--- config.mk ---
export PLATFORM = sky130hd
export DESIGN_NAME = chronometer_controller
export DESIGN_NICKNAME = d
export VERILOG_FILES = /design/src/rtl/chronometer_controller.sv
export SDC_FILE = /design/constraint.sdc
export NUM_CORES = 1
export LEC_CHECK = 0
export ABC_AREA = 1
export BUFFER_PORTS_ARGS = -buffer_cell sky130_fd_sc_hd__clkbuf_2
export CAP_MARGIN = 30
export CORE_AREA = 4 4 71 86
export DETAILED_ROUTE_END_ITERATION = 12
export DIE_AREA = 0 0 75 90
export HOLD_SLACK_MARGIN = 0.06
export PLACE_DENSITY_LB_ADDON = 0.1
export SYNTH_ARGS = -nofsm -noshare
export SYNTH_HDL_FRONTEND = slang
export SYNTH_SLANG_ARGS = --single-unit
--- constraint.sdc ---
create_clock -name clk_50m_i -period 3.4 [get_ports clk_50m_i]
set_clock_uncertainty 0.2 [all_clocks]
set_input_delay 0.17 -clock clk_50m_i [delete_from_list [all_inputs] [get_ports clk_50m_i]]
set_output_delay 0.17 -clock clk_50m_i [all_outputs]
set_load 0.05 [all_outputs]
--- src/rtl/chronometer_controller.sv ---
// Run/pause/lap/clear sequencer: debounces the front-panel buttons, gates the
// 100 Hz tick into the BCD chain, and drives the display page select.
module chronometer_controller #(
  parameter int unsigned DEBOUNCE_TICKS = 2,
  parameter int unsigned PAGE_TICKS     = 200
) (
  input  logic       clk_50m_i,
  input  logic       rst_n_i,
  input  logic       tick_100hz_i,
  input  logic       btn_start_stop_i,
  input  logic       btn_lap_i,
  input  logic       btn_clear_i,
  input  logic       auto_page_i,
  input  logic       manual_sel_i,
  output logic       tick_out_o,
  output logic       count_clr_o,
  output logic       lap_freeze_o,
  output logic       disp_sel_o,
  output logic [1:0] state_o
);

  localparam int unsigned DB_W   = 4;
  localparam int unsigned PAGE_W = 10;
  localparam int unsigned NBTN   = 3;
  localparam int unsigned BTN_SS  = 0;
  localparam int unsigned BTN_LAP = 1;
  localparam int unsigned BTN_CLR = 2;

  localparam logic [1:0] ST_IDLE  = 2'b00;
  localparam logic [1:0] ST_RUN   = 2'b01;
  localparam logic [1:0] ST_PAUSE = 2'b10;
  localparam logic [1:0] ST_LAP   = 2'b11;

  logic [NBTN-1:0]           btn_raw;
  logic [NBTN-1:0]           sync1_q, sync2_q;
  logic [NBTN-1:0]           level_q, level_d;
  logic [NBTN-1:0]           armed_q, armed_d;
  logic [NBTN-1:0]           press_q, press_d;
  logic [NBTN-1:0][DB_W-1:0] db_cnt_q, db_cnt_d;
  logic [1:0]                settle_q, settle_d;

  logic [1:0]        state_q, state_d;
  logic              count_clr_q, count_clr_d;
  logic              tick_out_q, tick_out_d;
  logic              lap_freeze_q, lap_freeze_d;
  logic [PAGE_W-1:0] page_cnt_q, page_cnt_d;
  logic              disp_sel_q, disp_sel_d;

  assign btn_raw = {btn_clear_i, btn_lap_i, btn_start_stop_i};

  // Debounce on ticks; a button only arms once it has been seen released after
  // reset (settle_q==2 marks the synchronizer as flushed), so a held button
  // cannot fire an event coming out of reset.
  always_comb begin
    level_d  = level_q;
    armed_d  = armed_q;
    db_cnt_d = db_cnt_q;
    press_d  = '0;
    settle_d = (settle_q == 2'd2) ? settle_q : settle_q + 2'd1;
    for (int i = 0; i < int'(NBTN); i++) begin
      if (tick_100hz_i) begin
        if (sync2_q[i] == level_q[i]) begin
          db_cnt_d[i] = '0;
        end else if (db_cnt_q[i] + DB_W'(1) == DB_W'(DEBOUNCE_TICKS)) begin
          level_d[i]  = sync2_q[i];
          db_cnt_d[i] = '0;
        end else begin
          db_cnt_d[i] = db_cnt_q[i] + DB_W'(1);
        end
        if ((settle_q == 2'd2) && !sync2_q[i]) begin
          armed_d[i] = 1'b1;
        end
      end
      press_d[i] = level_d[i] & ~level_q[i] & armed_q[i];
    end
  end

  // Sequencer: clear > start_stop > lap, only the top legal event is taken.
  always_comb begin
    state_d     = state_q;
    count_clr_d = 1'b0;
    case (state_q)
      ST_IDLE: begin
        if (press_q[BTN_CLR])     count_clr_d = 1'b1;
        else if (press_q[BTN_SS]) state_d = ST_RUN;
      end
      ST_RUN: begin
        if (press_q[BTN_SS])       state_d = ST_PAUSE;
        else if (press_q[BTN_LAP]) state_d = ST_LAP;
      end
      ST_LAP: begin
        if (press_q[BTN_SS])       state_d = ST_PAUSE;
        else if (press_q[BTN_LAP]) state_d = ST_RUN;
      end
      ST_PAUSE: begin
        if (press_q[BTN_CLR]) begin
          count_clr_d = 1'b1;
          state_d     = ST_IDLE;
        end else if (press_q[BTN_SS]) begin
          state_d = ST_RUN;
        end
      end
      default: state_d = ST_IDLE;
    endcase
    tick_out_d   = tick_100hz_i & ((state_q == ST_RUN) || (state_q == ST_LAP));
    lap_freeze_d = (state_d == ST_LAP);
  end

  always_comb begin
    page_cnt_d = page_cnt_q;
    disp_sel_d = disp_sel_q;
    if (!auto_page_i) begin
      page_cnt_d = '0;
      disp_sel_d = manual_sel_i;
    end else if (tick_100hz_i) begin
      if (page_cnt_q == PAGE_W'(PAGE_TICKS - 1)) begin
        page_cnt_d = '0;
        disp_sel_d = ~disp_sel_q;
      end else begin
        page_cnt_d = page_cnt_q + PAGE_W'(1);
      end
    end
  end

  // COUNT_CLR resets high: the counter chain has no reset of its own.
  always_ff @(posedge clk_50m_i) begin
    if (!rst_n_i) begin
      sync1_q      <= '0;
      sync2_q      <= '0;
      level_q      <= '0;
      armed_q      <= '0;
      press_q      <= '0;
      db_cnt_q     <= '0;
      settle_q     <= '0;
      state_q      <= ST_IDLE;
      count_clr_q  <= 1'b1;
      tick_out_q   <= 1'b0;
      lap_freeze_q <= 1'b0;
      page_cnt_q   <= '0;
      disp_sel_q   <= 1'b0;
    end else begin
      sync1_q      <= btn_raw;
      sync2_q      <= sync1_q;
      level_q      <= level_d;
      armed_q      <= armed_d;
      press_q      <= press_d;
      db_cnt_q     <= db_cnt_d;
      settle_q     <= settle_d;
      state_q      <= state_d;
      count_clr_q  <= count_clr_d;
      tick_out_q   <= tick_out_d;
      lap_freeze_q <= lap_freeze_d;
      page_cnt_q   <= page_cnt_d;
      disp_sel_q   <= disp_sel_d;
    end
  end

  assign tick_out_o   = tick_out_q;
  assign count_clr_o  = count_clr_q;
  assign lap_freeze_o = lap_freeze_q;
  assign disp_sel_o   = disp_sel_q;
  assign state_o      = state_q;

endmodule

---- Yosys cells after proc, flatten, opt, wreduce, memory -nomap -nowiden ----
Index checks and enable logic that the tools add are counted.
storage, ports and cells
  register bits ........................... 45
  input port bits ......................... 8
  output and inout port bits .............. 6
  logic and storage cells ................. 90
cells by class
  add/sub/neg operators ................... 5
  eq/ne operators ......................... 14
  muxes and demuxes ....................... 29
  bitwise operators ....................... 11
  reduce and logical (&&, ||, !) cells .... 14
operators with widths
  operator               number
  $mux 4                 6
  $mux 1                 14
  $mux 2                 7
  $add 4x1->4 const B    3
  $eq 4x2->1 const B     3
  $add 10x1->10 const B  1
  $eq 10x8->1 const B    1
  $mux 10                1
  $reduce_and 2->1       5
  $eq 2x2->1 const B     4
  $pmux 2 s4             1
  $and 1x1->1            7
  $not 1->1              4
  $eq 1x1->1             3
  $logic_and 1x1->1      3
  $logic_not 1->1        3
  $add 2x1->2 const B    1
  $eq 2x1->1 const B     1
  $logic_not 2->1        1
  $ne 2x1->1 const B     1
  $ne 2x2->1 const B     1
  $reduce_or 2->1        1
  $logic_or 1x1->1       1

---- Longest topological paths before layout ----
Gate-level depths: netlist of the first run.
  depth in word-level cells ............... 7
  depth in mapped cells ................... 9
  mapped depth without buffers ............ 9

---- Least setup slack after synthesis of the first run ----
Ideal clock, no wire load.
  path kind ............................... reg2reg
  start ................................... register state_q[0] (netlist: state_o[0])
  end ..................................... register state_q[1] (netlist: state_o[1])
  setup time .............................. 0.128 ns
  arrival ................................. 1.177 ns
  required time ........................... 3.072 ns
  path slack .............................. 1.895 ns
  stages on the path, launching flop included .. 6
  path buffers ............................ 0
  clock period less this slack ............ 1.505 ns
  path through ............................ dfxtp_1 > inv_1 > nand2_1 > o22ai_1 > a22oi_1 > nor2_1
between the ends
  word-level cells in the longest chain between the ends .. 2
  elaborated cells on any way between the ends .. 5
  classes of those cells .................. 3 x eq/ne; 1 x mux; 1 x reduce/logical
ends and longest elaborated chain
  item                                line  text
  start: declaration                  42    logic [1:0] state_q, state_d;
  start signal: assignment            149   state_q <= state_d;
  $eq 2x2->1 (tied with other cells)  82    case (state_q)
  $pmux 2 s4 *                        82
Mark *: on every way between the ends. The rest lies on a longest branch, timed or not.
A chain may end at the register's enable or synchronous reset.

---- Worst setup path in the final report of the first run ----
  start ................................... register page_cnt_q[0]
  end ..................................... register disp_sel_q (netlist: disp_sel_o)
between the ends
  word-level cells in the longest chain between the ends .. 3
ends and longest elaborated chain
  item                        line  text
  start: declaration          46    logic [PAGE_W-1:0] page_cnt_q, page_cnt_d;
  start signal: assignment    153   page_cnt_q <= page_cnt_d;
  $eq 10x8->1                 116   if (page_cnt_q == PAGE_W'(PAGE_TICKS - 1)) begin
  $ne 2x1->1 (no line)        n/a
  $reduce_and 2->1 (no line)  n/a
  end signal: assignment      154   disp_sel_q <= disp_sel_d;
  end: declaration            47    logic disp_sel_q, disp_sel_d;
No other way between the ends.

==> results of run 1 <==
power by group through the flow:
stage          combinational (mW)  clock, mW  sequential, mW
2_1_floorplan              0.0714          0           0.578
5_1_grt                     0.117      0.365           0.566
3_5_place_dp               0.0957          0           0.576
6_report                   0.0990      0.321           0.563
3_3_place_gp               0.0947          0           0.575
4_1_cts                     0.101      0.340           0.563
cell families after synthesis:
group	count (synthesis)
simple gates	133
flops	45
compound gates	28
buf+inv	51
fa+ha+maj	8
xor+xnor	6
layout by cell type, fill, tap and decap left out, types with 2 or more instances in the layout:
cell           instances
nand3_1               16
ha_1                   8
clkbuf_2              13
nor3_1                 2
clkinv_2               2
xnor2_1                3
o21ai_0                7
clkbuf_8               5
nor2_2                 2
a31oi_1                3
nand2_2                2
dlygate4sd3_1          5
dfxtp_1               45
xor2_1                 3
inv_1                 44
nor2_1                29
nand3b_1               4
nand4_1                8
a21oi_1               15
nand2_1               62
nor3b_1                4
flip-flops by register name (all words and copies together) (netlist names):
signal        cells
db_cnt_q         12
page_cnt_q       10
armed_q           3
level_q           3
press_q           3
sync1_q           3
sync2_q           3
settle_q          2
state_o           2
count_clr_o       1
disp_sel_o        1
lap_freeze_o      1
tick_out_o        1
metrics by stage:
step | hold WS [ns] | instances | utilization | power (mW) | cell area [sq um]
floorplan | 0.06763 | 271 | - | 0.6496 | 2017
global placement | 0.1569 | 340 | 0.4038 | 0.6693 | 2125
detailed placement | 0.1572 | 340 | 0.4038 | 0.6713 | 2125
CTS | 0.08580 | 353 | 0.4297 | 1.004 | 2261
global route | 0.09550 | 353 | 0.4297 | 1.047 | 2261
finish | 0.06591 | 353 | 0.4297 | 0.9826 | 2261
final timing paths:
| path | from | end | slack (ns) |
|---|---|---|---|
| worst min register to register | sync1_q[2]$_SDFF_PN0_ | sync2_q[2]$_SDFF_PN0_ | 0.21 |
| worst max register to register | page_cnt_q[0]$_SDFFE_PN0P_ | disp_sel_o$_SDFFE_PN0P_ | 1.28 |
| worst max-delay path | page_cnt_q[0]$_SDFFE_PN0P_ | disp_sel_o$_SDFFE_PN0P_ | 1.28 |
| worst min-delay path | rst_n_i | count_clr_o$_SDFF_PN1_ | 0.07 |
final cells by class:
type                            instances  area (sq um)  area share
Clock inverter                          3         17.52    0.007748
Multi-Input combinational cell        175         912.1      0.4034
Timing Repair Buffer                   18         115.1     0.05091
Sequential cell                        45         900.9      0.3985
Tap cell                               62         77.57     0.03431
Clock buffer                            5         68.82     0.03044
Inverter                               45         168.9     0.07471
routing by layer:
layer | GRT usage | vias up | part of all wire
li1 | - | 888 | -
met1 | 0.1639 | 743 | 0.47
met2 | 0.1984 | 16 | 0.48
met3 | 0.03348 | 5 | 0.028
met4 | 0.04451 | 0 | 0.016
met5 | 0 | - | 0
what timing repair did:
item | CTS | global route
hold endpoints to repair | 4 | 0
hold buffers | 5 | 0
resized for setup | 0 | 0
worst max-delay path: cells and delay by family, from the launching register on:
kind	cells	cell delay [ns]
and+or+nand+nor	6	0.62
buffers and inverters	2	0.58
DFF	1	0.40
adders and majority gates	1	0.21
==> flow_metrics.env, run 1 <==
export IMPL_outcome="complete, no violations"
export IMPL_clk_pin_slew_ns=0.09
export IMPL_synthArstFlopShare=0
export IMPL_post_drt_wl_per_cell_microns=10.46
export IMPL_synth_top_family_by_area="simple AND/OR/NAND/NOR gates"
export IMPL_synth_top_cell_by_area="dfxtp_1"
export IMPL_crit_path_frequent_cell="nand2_1"
export IMPL_area_growth_pct=12.10
export IMPL_sw_frac_of_total=0.2571
export IMPL_die_h_microns=90
export IMPL_synth_common_cells="62 x nand2_1, 45 x dfxtp_1, 44 x inv_1, 29 x nor2_1, 16 x nand3_1"
export IMPL_slowest_delay_ns=0.54
export IMPL_p_sw_mw=0.2526
export IMPL_cp_slowest_cell="dlygate4sd3_1"
export IMPL_worst_slew_pin_slew_ns=0.5498
export IMPL_yosysMostFrequentCell="nand2_1"
export IMPL_die_w_microns=75
export IMPL_synthAdderAreaFrac=0.04963
export IMPL_synthFlopType="dfxtp_1"
export IMPL_layout_nets=306
export IMPL_worst_setup_path_type="register to register"
export IMPL_synth_edf_count=0
export IMPL_leakagePower_nw=0.9400
export IMPL_yosysSeqAreaShare=0.4467
export IMPL_ir_drop_uv=334.5
export IMPL_hold_viol=0
export IMPL_min_path_cells=2
export IMPL_netlist_area_leader_share=0.4467
export IMPL_path_cells="ha_1 -> nand2_1 -> nor3_1 -> nand2_1 -> nand2_1 -> nand3_1 -> nand2_1 -> dlygate4sd3_1 -> inv_1"
export IMPL_gp_congestion=0.8154
export IMPL_drv_slew=0
export IMPL_synth_area_mux_share=0
export IMPL_n_fill_cell=547
export IMPL_synth_net_count=287
export IMPL_root_buffer="clkbuf_8"
export IMPL_power_density_mw_per_mm2=434.6
export IMPL_synthXorXnorAreaFrac=0.02605
export IMPL_core_region_area_sq_mm=0.005261
export IMPL_cts_setup_buffers=0
export IMPL_r2r_cells=9
export IMPL_wl_mm=3.693
export IMPL_fmax_mhz=472.4
export IMPL_syn_area_per_cell_sq_um=7.443
export IMPL_route_detailed_drc=0
export IMPL_grtUsageTotal=0.1265
export IMPL_power_share_sequential=0.573
export IMPL_synthTopCellsByArea="dfxtp_1 45%, nand2_1 12%, inv_1 8.2%"
export IMPL_grt_pass1_wl_mm=6.837
export IMPL_setup_slack_ns=1.283
export IMPL_grt_max_degree=20
export IMPL_antenna_found_initial=0
export IMPL_grt_pass1_vias=1533
export IMPL_rsz0062_at_grt="false"
export IMPL_synth_compound_gate_area_share=0.07444
export IMPL_relSlewSlack=0.6312
export IMPL_worstSetupStartpointType="register"
export IMPL_ys_warn_count=0
export IMPL_clock_path_buffers=2
export IMPL_place_ws_ns=1.695
export IMPL_numCtsBuffers=5
export IMPL_initial_utilization=0.3834
export IMPL_synth_seq_cells=45
export IMPL_first_pass_iters=4
export IMPL_rows=29
export IMPL_dieArea_sq_mm=0.006750
export IMPL_synth_cell_types=28
export IMPL_clock_latency_ns=0.29
export IMPL_synth_area_sq_mm=0.002017
export IMPL_port_buffers=13
export IMPL_drt_first_iter_violations=68
export IMPL_dp_hpwl_mm=2.663
export IMPL_cap_violations=0
export IMPL_syn_inst=271
export IMPL_combPwrFrac=0.101
export IMPL_cts_tree="done"
export IMPL_worst_setup_path_end_kind="register"
export IMPL_setup_viol_count_final=0
export IMPL_clock_power_share=0.327
export IMPL_htree_levels=2
export IMPL_cp_max_fo=3
export IMPL_via_per_inst=4.680
export IMPL_layout_drive_gt1_share=0.09966
export IMPL_p_int_mw=0.7300
export IMPL_cp_required_ns=3.40
export IMPL_synthSimpleGateAreaFrac=0.3021
export IMPL_dr_total_vias=1652
export IMPL_io_pins=14
export IMPL_antenna_cells=0
export IMPL_grt_overflow_total=0
export IMPL_crit_arrival_ns=2.11
export IMPL_finalCritPeriodShare=0.6226
export IMPL_hp_class="primary input to register"
export IMPL_min_period_ns=2.117
export IMPL_antenna_left=0
export IMPL_fin_setup_tns_ns=0
export IMPL_clock_sinks=45
Note: power is estimated with default switching activity, not from simulation.
==> run 2, diff against run 1 <==
--- a/config.mk
+++ b/config.mk
@@ -5,7 +5,7 @@
 export SDC_FILE = /design/constraint.sdc
 export NUM_CORES = 1
 export LEC_CHECK = 0
-export ABC_AREA = 1
+export ABC_AREA = 0
 export BUFFER_PORTS_ARGS = -buffer_cell sky130_fd_sc_hd__clkbuf_2
 export CAP_MARGIN = 30
 export CORE_AREA = 4 4 71 86
==> constraint.sdc (replaced) <==
create_clock -name clk_50m_i -period 2.1 [get_ports clk_50m_i]
set_clock_uncertainty 0.2 [all_clocks]
set_input_delay 0.105 -clock clk_50m_i [delete_from_list [all_inputs] [get_ports clk_50m_i]]
set_output_delay 0.105 -clock clk_50m_i [all_outputs]
set_load 0.05 [all_outputs]
==> flow_metrics.env, run 2 <==
export IMPL_dieArea_sq_mm=0.006750
export IMPL_cts_resized=0
export IMPL_crit_buf_inv=0
export IMPL_cp_slowest_cell="or4_1"
export IMPL_rrSetupSlack_ns=0.20
export IMPL_reg_top3="db_cnt_q x12, page_cnt_q x10"
export IMPL_min_path_cells=3
export IMPL_synthFlopType="dfxtp_1"
export IMPL_area_growth_pct=13.83
export IMPL_antenna_found_initial=0
export IMPL_power_density_mw_per_mm2=695.6
export IMPL_cp_max_fo=10
export IMPL_synth_top_cell_by_area="dfxtp_1"
export IMPL_worstSetupStartpointType="register"
export IMPL_crit_arrival_ns=1.89
export IMPL_antenna_cells=0
export IMPL_htree_levels=2
export IMPL_synth_seq_cells=45
export IMPL_yosysSeqAreaShare=0.4467
export IMPL_crit_family="simple AND/OR/NAND/NOR gates"
export IMPL_cap_violations=0
export IMPL_outcome="complete, no violations"
export IMPL_largest_register_ffs=12
export IMPL_worst_slew_pin_slew_ns=0.5088
export IMPL_fin_setup_tns_ns=0
export IMPL_wl_mm=3.741
export IMPL_via_per_inst=5.102
export IMPL_r2r_cells=4
export IMPL_dp_hpwl_mm=2.608
export IMPL_cts_tree="done"
export IMPL_drv_slew=0
export IMPL_regMostFlops="db_cnt_q"
export IMPL_slowest_delay_ns=0.52
export IMPL_io_pins=14
export IMPL_grt_pass1_vias=1563
export IMPL_syn_area_per_cell_sq_um=9.126
export IMPL_layout_commonest_cell="dfxtp_1"
export IMPL_hp_class="primary input to register"
export IMPL_grt_overflow_total=0
export IMPL_synth_net_count=237
export IMPL_grt_max_degree=27
export IMPL_relSlewSlack=0.6608
export IMPL_drt_first_iter_violations=58
export IMPL_antenna_left=0
export IMPL_cts_setup_buffers=0
export IMPL_synthArstFlopShare=0
export IMPL_gp_congestion=0.7460
export IMPL_regToRegStartpoint="page_cnt_q[3]$_SDFFE_PN0P_"
export IMPL_worstHoldEndpoint="page_cnt_q[0]$_SDFFE_PN0P_"
export IMPL_rsz0062_at_grt="false"
export IMPL_worst_setup_path_type="register to register"
export IMPL_clock_latency_ns=0.29
export IMPL_hold_worst_slack_ns=0.05047
export IMPL_setup_viol_count_final=0
export IMPL_root_buffer="clkbuf_8"
export IMPL_die_w_microns=75
export IMPL_hold_viol=0
export IMPL_cp_required_ns=2.08
export IMPL_reg2reg_to="page_cnt_q[9]$_SDFFE_PN0P_"
export IMPL_cts_hold_buffers=5
export IMPL_first_pass_iters=4
export IMPL_worst_setup_path_end_kind="register"
export IMPL_synthTopCellsByArea="dfxtp_1 45%, xnor2_1 5.2%, ha_1 5.0%"
export IMPL_ir_drop_uv=286.8
export IMPL_grtUsageTotal=0.1258
export IMPL_path_cells="or4_1 -> or4_4 -> nand3_2 -> nor2_1"
export IMPL_port_buffers=13
export IMPL_leakagePower_nw=0.8491
export IMPL_initial_utilization=0.3834
export IMPL_synth_area_sq_mm=0.002017
export IMPL_core_region_area_sq_mm=0.005261
export IMPL_post_drt_wl_per_cell_microns=12.27
export IMPL_netlist_area_leader_share=0.4467
export IMPL_numCtsBuffers=5
export IMPL_synth_cell_types=35
export IMPL_final_cell_mix="45 x dfxtp_1, 24 x nand2_1, 18 x nor2_1, 14 x o21ai_0, 13 x clkbuf_2"
export IMPL_clock_sinks=45
export IMPL_hp_start="tick_100hz_i"
export IMPL_synth_edf_count=0
export IMPL_final_cells=305
export IMPL_finalCritPeriodShare=0.9067
export IMPL_fmax_mhz=525.2
export IMPL_layout_drive_gt1_share=0.1193
export IMPL_clock_path_buffers=2
export IMPL_place_inst=293
export IMPL_clk_pin_slew_ns=0.08
export IMPL_yosysMostFrequentCell="dfxtp_1"
export IMPL_rows=29
export IMPL_die_h_microns=90
export IMPL_layout_nets=259
export IMPL_syn_inst=221
export IMPL_dr_total_vias=1556
export IMPL_grt_pass1_wl_mm=6.706
export IMPL_route_detailed_drc=0
export IMPL_synth_common_cells="45 x dfxtp_1, 24 x nand2_1, 18 x nor2_1, 14 x o21ai_0, 12 x xnor2_1"
export IMPL_min_period_ns=1.904
export IMPL_ys_warn_count=0
[run 2: worst max path at each step]
stage / end / slack [ns] / start / depth (start not counted)
6_report: page_cnt_q[9]$_SDFFE_PN0P_ / 0.20 / page_cnt_q[3]$_SDFFE_PN0P_ / 4
5_1_grt: page_cnt_q[5]$_SDFFE_PN0P_ / 0.08 / page_cnt_q[3]$_SDFFE_PN0P_ / 4
4_1_cts: page_cnt_q[9]$_SDFFE_PN0P_ / 0.19 / page_cnt_q[3]$_SDFFE_PN0P_ / 4
3_5_place_dp: page_cnt_q[9]$_SDFFE_PN0P_ / 0.20 / page_cnt_q[3]$_SDFFE_PN0P_ / 4
3_3_place_gp: page_cnt_q[6]$_SDFFE_PN0P_ / 0.20 / page_cnt_q[3]$_SDFFE_PN0P_ / 4
2_1_floorplan: disp_sel_o$_SDFFE_PN0P_ / 0.28 / page_cnt_q[3]$_SDFFE_PN0P_ / 4
[run 2: final cells by class]
cell class / count / area (sq um)
Clock buffer: 7 / 86.33
Sequential cell: 45 / 900.9
Timing Repair Buffer: 21 / 137.6
Multi-Input combinational cell: 164 / 1071
Inverter: 6 / 22.52
Tap cell: 62 / 77.57
Fill cell: 543 / 2965
[run 2: worst register-to-register path, cell delays in order (launching register included)]
cell and delay (ns):
dfxtp_1 0.36, or4_1 0.52, or4_4 0.44, nand3_2 0.19, nor2_1 0.08
[run 2: per-stage QoR]
stage | power, mW | utilization | worst slack, ns | cell area (sq um)
2_1_floorplan | 1.036 | - | 0.2755 | 2017
3_3_place_gp | 1.074 | 0.4105 | 0.2012 | 2160
3_5_place_dp | 1.076 | 0.4105 | 0.1992 | 2160
4_1_cts | 1.631 | 0.4364 | 0.1887 | 2296
5_1_grt | 1.697 | 0.4364 | 0.07912 | 2296
6_report | 1.597 | 0.4364 | 0.1959 | 2296
[run 2: report_power, final]
part           leakage [nW]  total, mW  internal [mW]  switching, mW
clock                0.0443      0.536          0.261          0.275
sequential            0.365      0.910          0.889         0.0216
combinational         0.439      0.151         0.0718         0.0788
total                 0.849       1.60           1.22          0.375
[run 2: routing by layer]
| metal | up-vias | track usage | part of all wire |
|---|---|---|---|
| met1 | 723 | 0.1439 | 0.46 |
| met3 | 7 | 0.03683 | 0.028 |
| met4 | 0 | 0.05638 | 0.021 |
| li1 | 813 | - | - |
| met5 | - | 0 | 0 |
| met2 | 13 | 0.2093 | 0.49 |
[run 2: logic make-up after synthesis]
kind of cell	Yosys count	share of synthesized area
simple gates	98	0.2643
flops	45	0.4466
compound gates	38	0.1284
xor+xnor	17	0.07382
buf+inv	12	0.02233
fa+ha+maj	8	0.04963
mux	3	0.01489
